<file path="src/rtl/key_row_scanner_pkg.sv">
// ---------------------------------------------------------------------------
// key_scan_pkg
//   Shared widths, the scanner state encoding, and the small column-decode
//   helpers used by the keypad row scanner and its handshake interface.
//
//   ROW_W       width of the row address (8 rows)
//   COL_W       width of the column index (4 columns)
//   KEY_W       width of a key code {row, col_idx}
//   NCOL        number of column return lines
//   state_t     scanner FSM states
//   lowest_set  index of the lowest set bit of a column vector (0 if none)
//   multi_hot   1 when more than one column bit is set
// ---------------------------------------------------------------------------
package key_scan_pkg;

  localparam int ROW_W = 3;
  localparam int COL_W = 2;
  localparam int KEY_W = ROW_W + COL_W;
  localparam int NCOL  = 4;

  typedef enum logic [1:0] {
    ST_SCAN    = 2'd0,
    ST_CONFIRM = 2'd1,
    ST_REPORT  = 2'd2,
    ST_RELEASE = 2'd3
  } state_t;

  // Walk from the top bit down so the last hit is the lowest set index.
  function automatic logic [COL_W-1:0] lowest_set(input logic [NCOL-1:0] col);
    logic [COL_W-1:0] idx;
    idx = '0;
    for (int i = NCOL - 1; i >= 0; i--) begin
      if (col[i]) begin
        idx = COL_W'(i);
      end
    end
    return idx;
  endfunction

  // Clearing the lowest set bit leaves something only if two or more were set.
  function automatic logic multi_hot(input logic [NCOL-1:0] col);
    return |(col & (col - NCOL'(1)));
  endfunction

endpackage

</file>
<file path="src/rtl/key_row_scanner_if.sv">
// ---------------------------------------------------------------------------
// key_row_scanner_if
//   Valid/ready handshake that carries one key code per press from the row
//   scanner to its downstream consumer.
//
//   key_valid  scanner -> consumer  key_code/key_multi are valid
//   key_ready  consumer -> scanner  consumer accepts on key_valid & key_ready
//   key_code   scanner -> consumer  {row[2:0], col_idx[1:0]}
//   key_multi  scanner -> consumer  several columns were set at latch time
//
//   master: the scanner side; slave: the consumer side.
// ---------------------------------------------------------------------------
interface key_row_scanner_if;
  import key_scan_pkg::*;

  logic             key_valid;
  logic             key_ready;
  logic [KEY_W-1:0] key_code;
  logic             key_multi;

  modport master (
    output key_valid,
    output key_code,
    output key_multi,
    input  key_ready
  );

  modport slave (
    input  key_valid,
    input  key_code,
    input  key_multi,
    output key_ready
  );

endinterface

</file>
<file path="src/rtl/key_row_scanner_sync2.sv">
// ---------------------------------------------------------------------------
// sync2
//   Two-flop synchroniser for a bus of independent asynchronous bits. Each
//   bit is synchronised on its own; no coherency across bits is implied.
//
//   clk  in      destination clock
//   rst  in      asynchronous active-high clear
//   d    in  W   asynchronous input
//   q    out W   synchronised output (two clk edges of latency)
// ---------------------------------------------------------------------------
module sync2 #(
  parameter int WIDTH = 1
) (
  input  logic             clk,
  input  logic             rst,
  input  logic [WIDTH-1:0] d,
  output logic [WIDTH-1:0] q
);

  logic [WIDTH-1:0] meta;

  always_ff @(posedge clk or posedge rst) begin
    if (rst) begin
      meta <= '0;
      q    <= '0;
    end else begin
      meta <= d;
      q    <= meta;
    end
  end

endmodule

</file>
<file path="src/rtl/key_row_scanner.sv">
// ---------------------------------------------------------------------------
// key_row_scanner
//   Drives the address of the 3-to-8 keypad row decoder, samples the column
//   return lines once per row dwell, debounces a press, hands one key code
//   per press to the consumer over a valid/ready handshake, then debounces
//   the release before scanning resumes on the following row.
//
//   Parameters
//     DWELL     cycles each row is held; >= 3 so the synchronised columns
//               have settled before the sample edge
//     DEBOUNCE  consecutive matching samples to accept a press or release
//
//   Ports
//     clk       in      single clock, rising edge
//     rst       in      asynchronous active-high reset
//     scan_en   in      scanning allowed (only looked at while scanning)
//     col_in    in  4   column return lines, active-high, asynchronous
//     row_sel   out 3   row address to the decoder
//     row_en    out     decoder enable
//     key_if    master  key_valid/key_ready/key_code/key_multi handshake
//
//   state    | meaning
//   ---------+-------------------------------------------------------------
//   SCAN     | step rows, sample each row once per dwell, look for a column
//   CONFIRM  | row held, count samples that still show the latched column
//   REPORT   | key_valid high, code frozen until the consumer accepts
//   RELEASE  | row held, count samples with the latched column clear
// ---------------------------------------------------------------------------
module key_row_scanner
  import key_scan_pkg::*;
#(
  parameter int DWELL    = 4,
  parameter int DEBOUNCE = 3
) (
  input  logic             clk,
  input  logic             rst,
  input  logic             scan_en,
  input  logic [NCOL-1:0]  col_in,
  output logic [ROW_W-1:0] row_sel,
  output logic             row_en,
  key_row_scanner_if.master key_if
);

  localparam int DW_W = (DWELL > 1) ? $clog2(DWELL) : 1;
  localparam int DB_W = $clog2(DEBOUNCE + 1);

  localparam logic [DW_W-1:0] DWELL_LAST = DW_W'(DWELL - 1);
  localparam logic [DB_W-1:0] DB_LAST    = DB_W'(DEBOUNCE - 1);

  state_t           state;
  state_t           state_nxt;

  logic [NCOL-1:0]  col_s;
  logic [DW_W-1:0]  dwell_cnt;
  logic [DB_W-1:0]  match_cnt;
  logic [ROW_W-1:0] row_q;
  logic [COL_W-1:0] col_idx;
  logic             multi_q;

  logic             dwell_run;
  logic             sample;
  logic             col_any;
  logic             col_hit;
  logic             accept;

  sync2 #(
    .WIDTH (NCOL)
  ) u_sync2 (
    .clk (clk),
    .rst (rst),
    .d   (col_in),
    .q   (col_s)
  );

  // The dwell counter only stalls while scanning is disabled in SCAN; once a
  // key is being tracked, the row is held and the counter keeps sampling.
  assign dwell_run = (state != ST_SCAN) || scan_en;
  assign sample    = dwell_run && (dwell_cnt == DWELL_LAST);
  assign col_any   = |col_s;
  assign col_hit   = col_s[col_idx];
  assign accept    = key_if.key_valid && key_if.key_ready;

  // -------------------------------------------------------------------------
  // State register
  // -------------------------------------------------------------------------
  always_ff @(posedge clk or posedge rst) begin
    if (rst) begin
      state <= ST_SCAN;
    end else begin
      state <= state_nxt;
    end
  end

  // -------------------------------------------------------------------------
  // Next-state logic
  // -------------------------------------------------------------------------
  always_comb begin
    state_nxt = state;
    case (state)
      ST_SCAN: begin
        if (sample && col_any) begin
          state_nxt = ST_CONFIRM;
        end
      end
      ST_CONFIRM: begin
        if (sample) begin
          if (!col_hit) begin
            state_nxt = ST_SCAN;
          end else if (match_cnt == DB_LAST) begin
            state_nxt = ST_REPORT;
          end
        end
      end
      ST_REPORT: begin
        if (accept) begin
          state_nxt = ST_RELEASE;
        end
      end
      ST_RELEASE: begin
        if (sample && !col_hit && (match_cnt == DB_LAST)) begin
          state_nxt = ST_SCAN;
        end
      end
      default: state_nxt = ST_SCAN;
    endcase
  end

  // -------------------------------------------------------------------------
  // Outputs
  // -------------------------------------------------------------------------
  // The code latches only change on a SCAN detection, so they are already
  // stable for the whole REPORT window and need no extra gating.
  always_comb begin
    key_if.key_valid = (state == ST_REPORT);
    key_if.key_code  = {row_q, col_idx};
    key_if.key_multi = multi_q;
  end

  // -------------------------------------------------------------------------
  // Dwell counter
  // -------------------------------------------------------------------------
  always_ff @(posedge clk or posedge rst) begin
    if (rst) begin
      dwell_cnt <= '0;
    end else if (dwell_run) begin
      if (dwell_cnt == DWELL_LAST) begin
        dwell_cnt <= '0;
      end else begin
        dwell_cnt <= dwell_cnt + DW_W'(1);
      end
    end
  end

  // -------------------------------------------------------------------------
  // Row address, decoder enable, debounce counter and key latches
  // -------------------------------------------------------------------------
  always_ff @(posedge clk or posedge rst) begin
    if (rst) begin
      row_sel   <= '0;
      row_en    <= 1'b0;
      match_cnt <= '0;
      row_q     <= '0;
      col_idx   <= '0;
      multi_q   <= 1'b0;
    end else begin
      case (state)
        ST_SCAN: begin
          row_en <= scan_en;
          if (sample) begin
            if (col_any) begin
              row_q     <= row_sel;
              col_idx   <= lowest_set(col_s);
              multi_q   <= multi_hot(col_s);
              match_cnt <= '0;
            end else begin
              row_sel <= row_sel + ROW_W'(1);
            end
          end
        end
        ST_CONFIRM: begin
          row_en <= 1'b1;
          if (sample) begin
            if (col_hit) begin
              match_cnt <= match_cnt + DB_W'(1);
            end else begin
              // A bounce: skip past this row so a flaky key cannot pin the scan.
              row_sel <= row_q + ROW_W'(1);
            end
          end
        end
        ST_REPORT: begin
          row_en <= 1'b1;
          if (accept) begin
            match_cnt <= '0;
          end
        end
        ST_RELEASE: begin
          row_en <= 1'b1;
          if (sample) begin
            if (col_hit) begin
              match_cnt <= '0;
            end else if (match_cnt == DB_LAST) begin
              match_cnt <= '0;
              row_sel   <= row_q + ROW_W'(1);
            end else begin
              match_cnt <= match_cnt + DB_W'(1);
            end
          end
        end
        default: begin
          row_en <= scan_en;
        end
      endcase
    end
  end

endmodule
</file>
<file path="src/flat_wrapper.sv">
// flat-port wrapper written by rule: the top's interface ports become plain ports
module key_row_scanner_flat import key_scan_pkg::*;
#(
  parameter int DWELL    = 4,
  parameter int DEBOUNCE = 3
)
  (clk, rst, scan_en, col_in, row_sel, row_en, key_if_key_valid, key_if_key_code, key_if_key_multi, key_if_key_ready);
  key_row_scanner_if key_if_i ();
  input  logic clk;
  input  logic rst;
  input  logic scan_en;
  input  logic [NCOL-1:0] col_in;
  output logic [ROW_W-1:0] row_sel;
  output logic row_en;
  output wire logic [$bits(key_if_i.key_valid)-1:0] key_if_key_valid;
  output wire logic [$bits(key_if_i.key_code)-1:0] key_if_key_code;
  output wire logic [$bits(key_if_i.key_multi)-1:0] key_if_key_multi;
  input wire logic [$bits(key_if_i.key_ready)-1:0] key_if_key_ready;
  assign key_if_key_valid = key_if_i.key_valid;
  assign key_if_key_code = key_if_i.key_code;
  assign key_if_key_multi = key_if_i.key_multi;
  assign key_if_i.key_ready = key_if_key_ready;
  key_row_scanner #(.DWELL(DWELL), .DEBOUNCE(DEBOUNCE)) u_core (.clk(clk), .rst(rst), .scan_en(scan_en), .col_in(col_in), .row_sel(row_sel), .row_en(row_en), .key_if(key_if_i));
endmodule
</file>
<file path="config.mk">
export PLATFORM = sky130hd
export DESIGN_NAME = key_row_scanner_flat
export DESIGN_NICKNAME = d
export VERILOG_FILES = /design/src/rtl/key_row_scanner_pkg.sv /design/src/rtl/key_row_scanner_if.sv /design/src/rtl/key_row_scanner_sync2.sv /design/src/rtl/key_row_scanner.sv /design/src/flat_wrapper.sv
export SDC_FILE = /design/constraint.sdc
export NUM_CORES = 1
export LEC_CHECK = 0
export ABC_CLOCK_PERIOD_IN_PS = 3150
export BUFFER_PORTS_ARGS = -buffer_cell sky130_fd_sc_hd__buf_4
export CAP_MARGIN = 20
export CORE_MARGIN = 2
export CORE_UTILIZATION = 58
export DETAILED_ROUTE_END_ITERATION = 16
export PLACE_DENSITY_LB_ADDON = 0.15
export SLEW_MARGIN = 20
export SYNTH_ARGS = -nofsm -noshare
export SYNTH_HDL_FRONTEND = slang
export SYNTH_SLANG_ARGS = --single-unit
</file>
<file path="constraint.sdc">
create_clock -name clk -period 3.15 [get_ports clk]
set_clock_uncertainty 0.05 [all_clocks]
set_input_delay 0.63 -clock clk [delete_from_list [all_inputs] [get_ports clk]]
set_output_delay 0.63 -clock clk [all_outputs]
set_load 0.005 [all_outputs]
</file>
==> results of run 1 <==
-- registers in the layout, indices dropped and copies added, names as in the netlist, named ones only --
register                 cells
u_core.state                 1
u_core.row_en                1
u_core.col_idx               2
u_core.u_sync2.q             4
u_core.match_cnt             2
u_core.dwell_cnt             2
u_core.row_sel               3
u_core.key_if.key_multi      1
u_core.row_q                 3
u_core.u_sync2.meta          4
-- cells in the final DEF (no fill, tap or decap), types with 2 or more instances in the layout --
master    synthesis  layout
a21oi_1           3       3
a22oi_1           2       2
and2_1            2       2
buf_4             0      19
clkbuf_4          0       3
dfrtp_1          24      24
ha_1              5       5
inv_1             9       9
mux2_1            3       3
mux2_2            4       4
nand2_1          11      11
nand3_1           2       2
nor2b_1           4       4
nor3_1            3       3
o21a_1            4       4
o21ai_0          11      11
-- per-stage QoR --
step | worst slack, ns | hold WS (ns) | instances
6_report | 1.19 | 0.317 | 155
2_1_floorplan | 1.29 | 0.281 | 111
4_1_cts | 1.21 | 0.321 | 155
5_1_grt | 1.11 | 0.334 | 155
3_3_place_gp | 1.23 | 0.285 | 151
3_5_place_dp | 1.20 | 0.290 | 151
-- routing by layer --
| layer | part of all wire (%) | up-vias | GRT usage [%] |
|---|---|---|---|
| li1 | - | 422 | - |
| met1 | 43 | 417 | 24.9 |
| met2 | 52 | 18 | 32.2 |
| met3 | 3.6 | 2 | 2.76 |
| met4 | 0.67 | 0 | 4.29 |
| met5 | 0 | - | 0 |
-- where the power goes --
| part | switching [uW] | internal (uW) | total, uW | leakage, uW |
|---|---|---|---|---|
| combinational | 198 | 249 | 447 | 0.000309 |
| sequential | 102 | 400 | 503 | 0.000279 |
| clock | 87.8 | 128 | 216 | 0.0000279 |
| total | 388 | 778 | 1170 | 0.000616 |
-- cell type report --
class	instances	area (um2)
Clock buffer	3	22.5
Clock inverter	1	30.0
Multi-Input combinational cell	72	513
Inverter	9	33.8
Timing Repair Buffer	19	143
Sequential cell	24	601
Tap cell	27	33.8
Fill cell	141	566
-- worst max path at each step --
stage,endpoint,start,slack [ns],cells past startpoint
floorplan,u_core.row_sel[1]$_DFFE_PP0P_,u_core.u_sync2.q[3]$_DFF_PP0_,1.29,5
global placement,u_core.row_q[0]$_DFFE_PP0P_,scan_en,1.23,5
detailed placement,u_core.row_q[1]$_DFFE_PP0P_,scan_en,1.20,5
CTS,u_core.row_sel[1]$_DFFE_PP0P_,u_core.u_sync2.q[3]$_DFF_PP0_,1.21,4
global route,u_core.row_sel[1]$_DFFE_PP0P_,u_core.u_sync2.q[3]$_DFF_PP0_,1.11,4
finish,u_core.row_sel[1]$_DFFE_PP0P_,u_core.u_sync2.q[3]$_DFF_PP0_,1.19,4
-- cell families after synthesis --
logic type,synth area share [%]
and+or+nand+nor,12.1
muxes,9.39
xor gates and xnor gates,0.739
DFF,50.6
adders and majority gates,5.27
buffers and inverters,6.12
AOI/OAI and AO/OA,15.7
-- critical path, cell delays in order, from the launching register on --
cell and delay (ns):
dfrtp_1 0.49, mux4_2 0.58, a211o_1 0.30, nand2_1 0.12, mux2_1 0.32
==> results.md, run 1 <==
- Post-DP HPWL: 1560 um
- Clk root buf: clkbuf_4
- Pleak: 0.000616 uW
- Top_reg_cell synth: dfrtp_1
- Post-layout minimum cycle time: 1.96 ns
- Top-count cell post-synth: dfrtp_1
- Worst Hold Depth: 0
- Synth area leaders: dfrtp_1 (51%), ha_1 (5.3%), o21ai_0 (4.6%), mux2_2 (3.8%), nand2_1 (3.5%)
- Max-cap violations: 0
- Worst setup EP type: register
- Mapped Area: 1190 um2
- Worst slew pin tran: 0.851 ns
- Critical path class: reg -> reg
- Status: finished clean
- FF+latch count, synth: 24
- Setup slack, reg-to-reg: 1.19 ns
- Top cell type's share of synthesized area: 50.6%
- Synth cell types: 35
- Pwr per Cell Area: 847 nW/um2
- Starting DRT DRC Count: 13
- Unrepaired setup endpoints after global routing: no
- Grt ovf: 0
- Gp weighted congestion: 0.803
- First-pass GRT wire length: 3520 um
- Post-synth EDFFs: 0
- Final nets: 142
- Initial core utilization: 61.1%
- Die width: 49.2 um
- Row count: 16
- Hold_buf cts: 0
- Share of cells above drive strength 1: 21.9%
- Final total power: 1170 uW
- Worst hold start: u_core.u_sync2.meta[1]$_DFF_PP0_
- Clk buf depth: 2
- Detailed-route wire length per cell: 13.5 um
- Crit start category: register
- Core ar.: 1940 um2
- CTS buffer count: 3
- CP arrival: 2.11 ns
- Hold EP: u_core.u_sync2.q[1]$_DFF_PP0_
- Mapped Cells: 111
- Design Area, Final: 1380 um2
- Residual DRC count: 0
- Sink Count: 24
- Post-CTS Setup Bufs: 0
- Vias/cell: 5.54
- Yosys warnings: 0
- Clk_lat worst skew: 0.30 ns
- Final ANT Viol Nets: 0
- Period utilisation layout: 62.1%
- Sequential area share after synthesis: 50.6%
- DP Area: 1320 um2
- Top post-synthesis cells by count: dfrtp_1 (24), nand2_1 (11), o21ai_0 (11), inv_1 (9), ha_1 (5)
- Final core utilization: 70.9%
- Pin count of the biggest net entering global routing: 25
- Setup violations, final: 0
- FF-to-FF path depth: 4
- Htree depth: 1
- Register clock-pin slew on the reported worst setup and hold paths: 0.13 ns
- Syn avg cell area: 10.7 um2
- Synth area leader: dfrtp_1
- Vias in the first global route: 826
- Slew headroom: 43.2%
- Die Span Y: 49.2 um
- Final wirelength: 2090 um
- Die ar.: 2420 um2
- Port Buffers: 18
- Critical-path maximum fanout: 8
- F_max: 0.511 GHz
- CP required: 3.30 ns
- Drt first pass iters: 4
- Top Ports: 19
- Fraction of registers with async set/reset: 100%
- Final hold viol count: 0
- Total number of vias: 859
- Ant. Diodes: 0
- Max rail drop VDD: 583 uV
- Setup Total Neg Slack: 0 ns
- Mapped Nets: 124
- Hold Path Class: reg -> reg
- CTS tree: built
- End of the worst register-to-register path: u_core.row_sel[1]$_DFFE_PP0P_
- Initial antenna violation count: 0
- Total GRT Usage: 18.7%
- Slew Limit Fails: 0
- Post-CTS sizing: 0
- R2r startpoint: u_core.u_sync2.q[3]$_DFF_PP0_
- Layout area overhead: 16.0%
Power figures use the tool's default switching activity.
==> run 2, diff against run 1 <==
--- a/config.mk
+++ b/config.mk
@@ -5,11 +5,12 @@
 export SDC_FILE = /design/constraint.sdc
 export NUM_CORES = 1
 export LEC_CHECK = 0
-export ABC_CLOCK_PERIOD_IN_PS = 3150
+export ABC_AREA = 1
+export ABC_CLOCK_PERIOD_IN_PS = 1700
 export BUFFER_PORTS_ARGS = -buffer_cell sky130_fd_sc_hd__buf_4
 export CAP_MARGIN = 20
 export CORE_MARGIN = 2
-export CORE_UTILIZATION = 58
+export CORE_UTILIZATION = 49
 export DETAILED_ROUTE_END_ITERATION = 16
 export PLACE_DENSITY_LB_ADDON = 0.15
 export SLEW_MARGIN = 20
==> constraint.sdc (replaced) <==
create_clock -name clk -period 1.7 [get_ports clk]
set_clock_uncertainty 0.05 [all_clocks]
set_input_delay 0.34 -clock clk [delete_from_list [all_inputs] [get_ports clk]]
set_output_delay 0.34 -clock clk [all_outputs]
set_load 0.005 [all_outputs]
==> results.md, run 2 <==
- Status: finished with violations
- Failing checks: hold timing
- Smallest hold slack: -0.00505 ns (-0.322 ns)
- Top Registers: u_core.u_sync2.meta: 4 flops, u_core.u_sync2.q: 4 flops
- Kind of cell adding the most delay to the critical path: flip-flops
- First-pass GRT wire length: 3720 um (+5.7%)
- Post-Layout Cell Count: 195 (+26%)
- Htree depth: 1 (unchanged)
- Clk root buf: clkbuf_4
- Mapped Area: 1240 um2 (+4.3%)
- Die ar.: 2940 um2 (+22%)
- Placed insts: 190 (+26%)
- CP max stage cell: dfrtp_2
- Crit path depth: 4 (unchanged)
- Core ar.: 2430 um2 (+25%)
- Mapped Nets: 155 (+25%)
- Max rail drop VDD: 1200 uV (+110%)
- Total number of vias: 967 (+13%)
- Critical path class: reg -> out
- Ant. Diodes: 0 (unchanged)
- Period utilisation layout: 95.8%
- Final nets: 179 (+26%)
- Yosys warnings: 0 (unchanged)
- Share of cells above drive strength 1: 27.3% (+5.4 points)
- Grt ovf: 0 (unchanged)
- Setup Total Neg Slack: 0 ns (unchanged)
- Worst slew pin tran: 0.355 ns (-0.496 ns)
- Synth cell types: 23 (-34%)
- Final core utilization: 60.3% (-11 points)
- Slew headroom: 76.1% (+33 points)
- CP required: 1.31 ns (-1.99 ns)
- Met2 usage: 31.1% (-1.1 points)
- CP arrival: 1.24 ns (-0.87 ns)
- Pleak: 0.000734 uW (+19%)
- Sink Count: 24 (unchanged)
- Most common cell after layout, fill and taps aside: nand2_1
- Setup violations, final: 0 (unchanged)
- Vias/cell: 4.96 (-11%)
- Clk buf depth: 2 (unchanged)
- Synth area leaders: dfrtp_1 (49%), nand2_1 (11%), inv_1 (5.5%), nand3_1 (5.3%), ha_1 (5.1%)
- Total GRT Usage: 17.5% (-1.2 points)
- Initial antenna violation count: 0 (unchanged)
- Worst setup EP type: output pin
- Port Buffers: 18 (unchanged)
- CTS tree: built
- Post-synth EDFFs: 0 (unchanged)
- Pwr per Cell Area: 1740 nW/um2 (+110%)
- Die Span Y: 54.3 um (+10%)
- F_max: 0.614 GHz
- Commonest non-fill, non-tap cells in the layout: nand2_1 (36), dfrtp_1 (23), buf_4 (20)
- Residual DRC count: 0 (unchanged)
- Top post-synthesis cells by count: nand2_1 (36), dfrtp_1 (24), inv_1 (18), nand3_1 (13), o21ai_0 (10)
- Pin count of the biggest net entering global routing: 25 (unchanged)
- CTS buffer count: 3 (unchanged)
- Max-cap violations: 0 (unchanged)
- Drt first pass iters: 6 (+2)
- Top cell type's share of synthesized area: 48.5% (-2.1 points)
- Vias in the first global route: 935 (+13%)
- Starting DRT DRC Count: 26 (+13)
- Met3 Usage GRT: 2.46% (-0.30 points)
- CP cell instances: inv_2 -> nand2_1 -> inv_1 -> buf_4
- Mapped Cells: 142 (+28%)
- Crit start category: register
- Fraction of registers with async set/reset: 100% (unchanged)
- Sequential area share after synthesis: 48.5% (-2.1 points)
- Detailed-route wire length per cell: 11.6 um (-14%)
- FF+latch count, synth: 24 (unchanged)
- Final ANT Viol Nets: 0 (unchanged)
- CP peak stage delay: 0.49 ns (-0.09 ns)
- Final wirelength: 2270 um (+8.3%)
- Top Ports: 19 (unchanged)
- Register clock-pin slew on the reported worst setup and hold paths: 0.14 ns (about the same)
- Row count: 18 (+2)
- Die width: 54.3 um (+10%)
- Syn avg cell area: 8.71 um2 (-18%)
- Top_reg_cell synth: dfrtp_1
- Layout area overhead: 18.6%
- Gp weighted congestion: 0.812 (+1.2%)
- FF-to-FF path depth: 9 (+5)
- Post-DP HPWL: 1660 um (+5.9%)
- Met1 track utilization from global routing: 21.5% (-3.4 points)
- Critical-path maximum fanout: 10 (+2)
- Clk_lat worst skew: 0.31 ns (about the same)
- GRT Max-Usage Layer: met2
- Critical path buffer and inverter count: 3 (+3)
- Slew Limit Fails: 0 (unchanged)
- Final hold viol count: 6 (+6)
- Synth area leader: dfrtp_1
- Initial core utilization: 50.9% (-10 points)
- Top-count cell post-synth: nand2_1
- Hold Path Class: in -> async
- Post-layout minimum cycle time: 1.63 ns
## run 2: area by class of cell
class	count	area, um2
clock buffers	3	22.5
clock inverters	1	30.0
repair buffers	20	150
flip-flops and latches	24	602
inverters	23	88.8
well taps	30	37.5
multi-input cells	94	537
fillers	212	965
## run 2: final timing paths
check	slack (ns)	end	from
max	0.07	key_if_key_valid	u_core.state[0]$_DFFE_PP0P_
min	-0.005	u_core.row_en$_DFF_PP0_	rst
max reg2reg	0.11	u_core.state[0]$_DFFE_PP0P_	u_core.dwell_cnt[0]$_DFFE_PP0P_
min reg2reg	0.31	u_core.u_sync2.q[1]$_DFF_PP0_	u_core.u_sync2.meta[1]$_DFF_PP0_
max in group asynchronous	1.35	u_core.state[0]$_DFFE_PP0P_	rst
min in group clk	0.07	u_core.u_sync2.meta[2]$_DFF_PP0_	col_in[2]
## run 2: tightest hold or removal path, delay by kind of cell
family | cells | cell delay (ns)
buffers and inverters | 3 | 0.44
## run 2: cell families after synthesis
logic type,count (synthesis),synth area share [%]
mux,1,0.910
fa+ha+maj,5,5.06
flops,24,48.5
simple gates,67,27.5
compound gates,20,9.20
xor+xnor,1,0.708
buf+inv,24,8.09
## run 2: power breakdown
group,total [uW],internal [uW],leakage (uW),switching (uW)
combinational,1230,518,0.000415,713
clock,414,238,0.0000279,175
sequential,914,751,0.000291,163
total,2560,1510,0.000734,1050
## run 2: what timing repair did
| item | 4_1_cts | 5_1_grt |
|---|---|---|
| gates resized for setup | 1 | 0 |
| hold buffers | 0 | 0 |
| setup buffers | 0 | 1 |
| pin swaps | 0 | 0 |
| endpoints found under the setup margin | 1 | 1 |
## run 2: through the flow
stage          setup slack (ns)  cell area (um2)  total power, uW
2_1_floorplan             0.320             1240             1800
3_3_place_gp              0.192             1410             2090
3_5_place_dp              0.106             1410             2140
4_1_cts                  0.0433             1460             2560
5_1_grt                -0.00791             1470             2800
6_report                 0.0718             1470             2560
## run 2: layer usage
layer	part of all wire, %	vias to the layer above
met4	0.62	0
met3	3.1	2
li1	-	491
met1	47	453
met5	0	-
met2	49	21
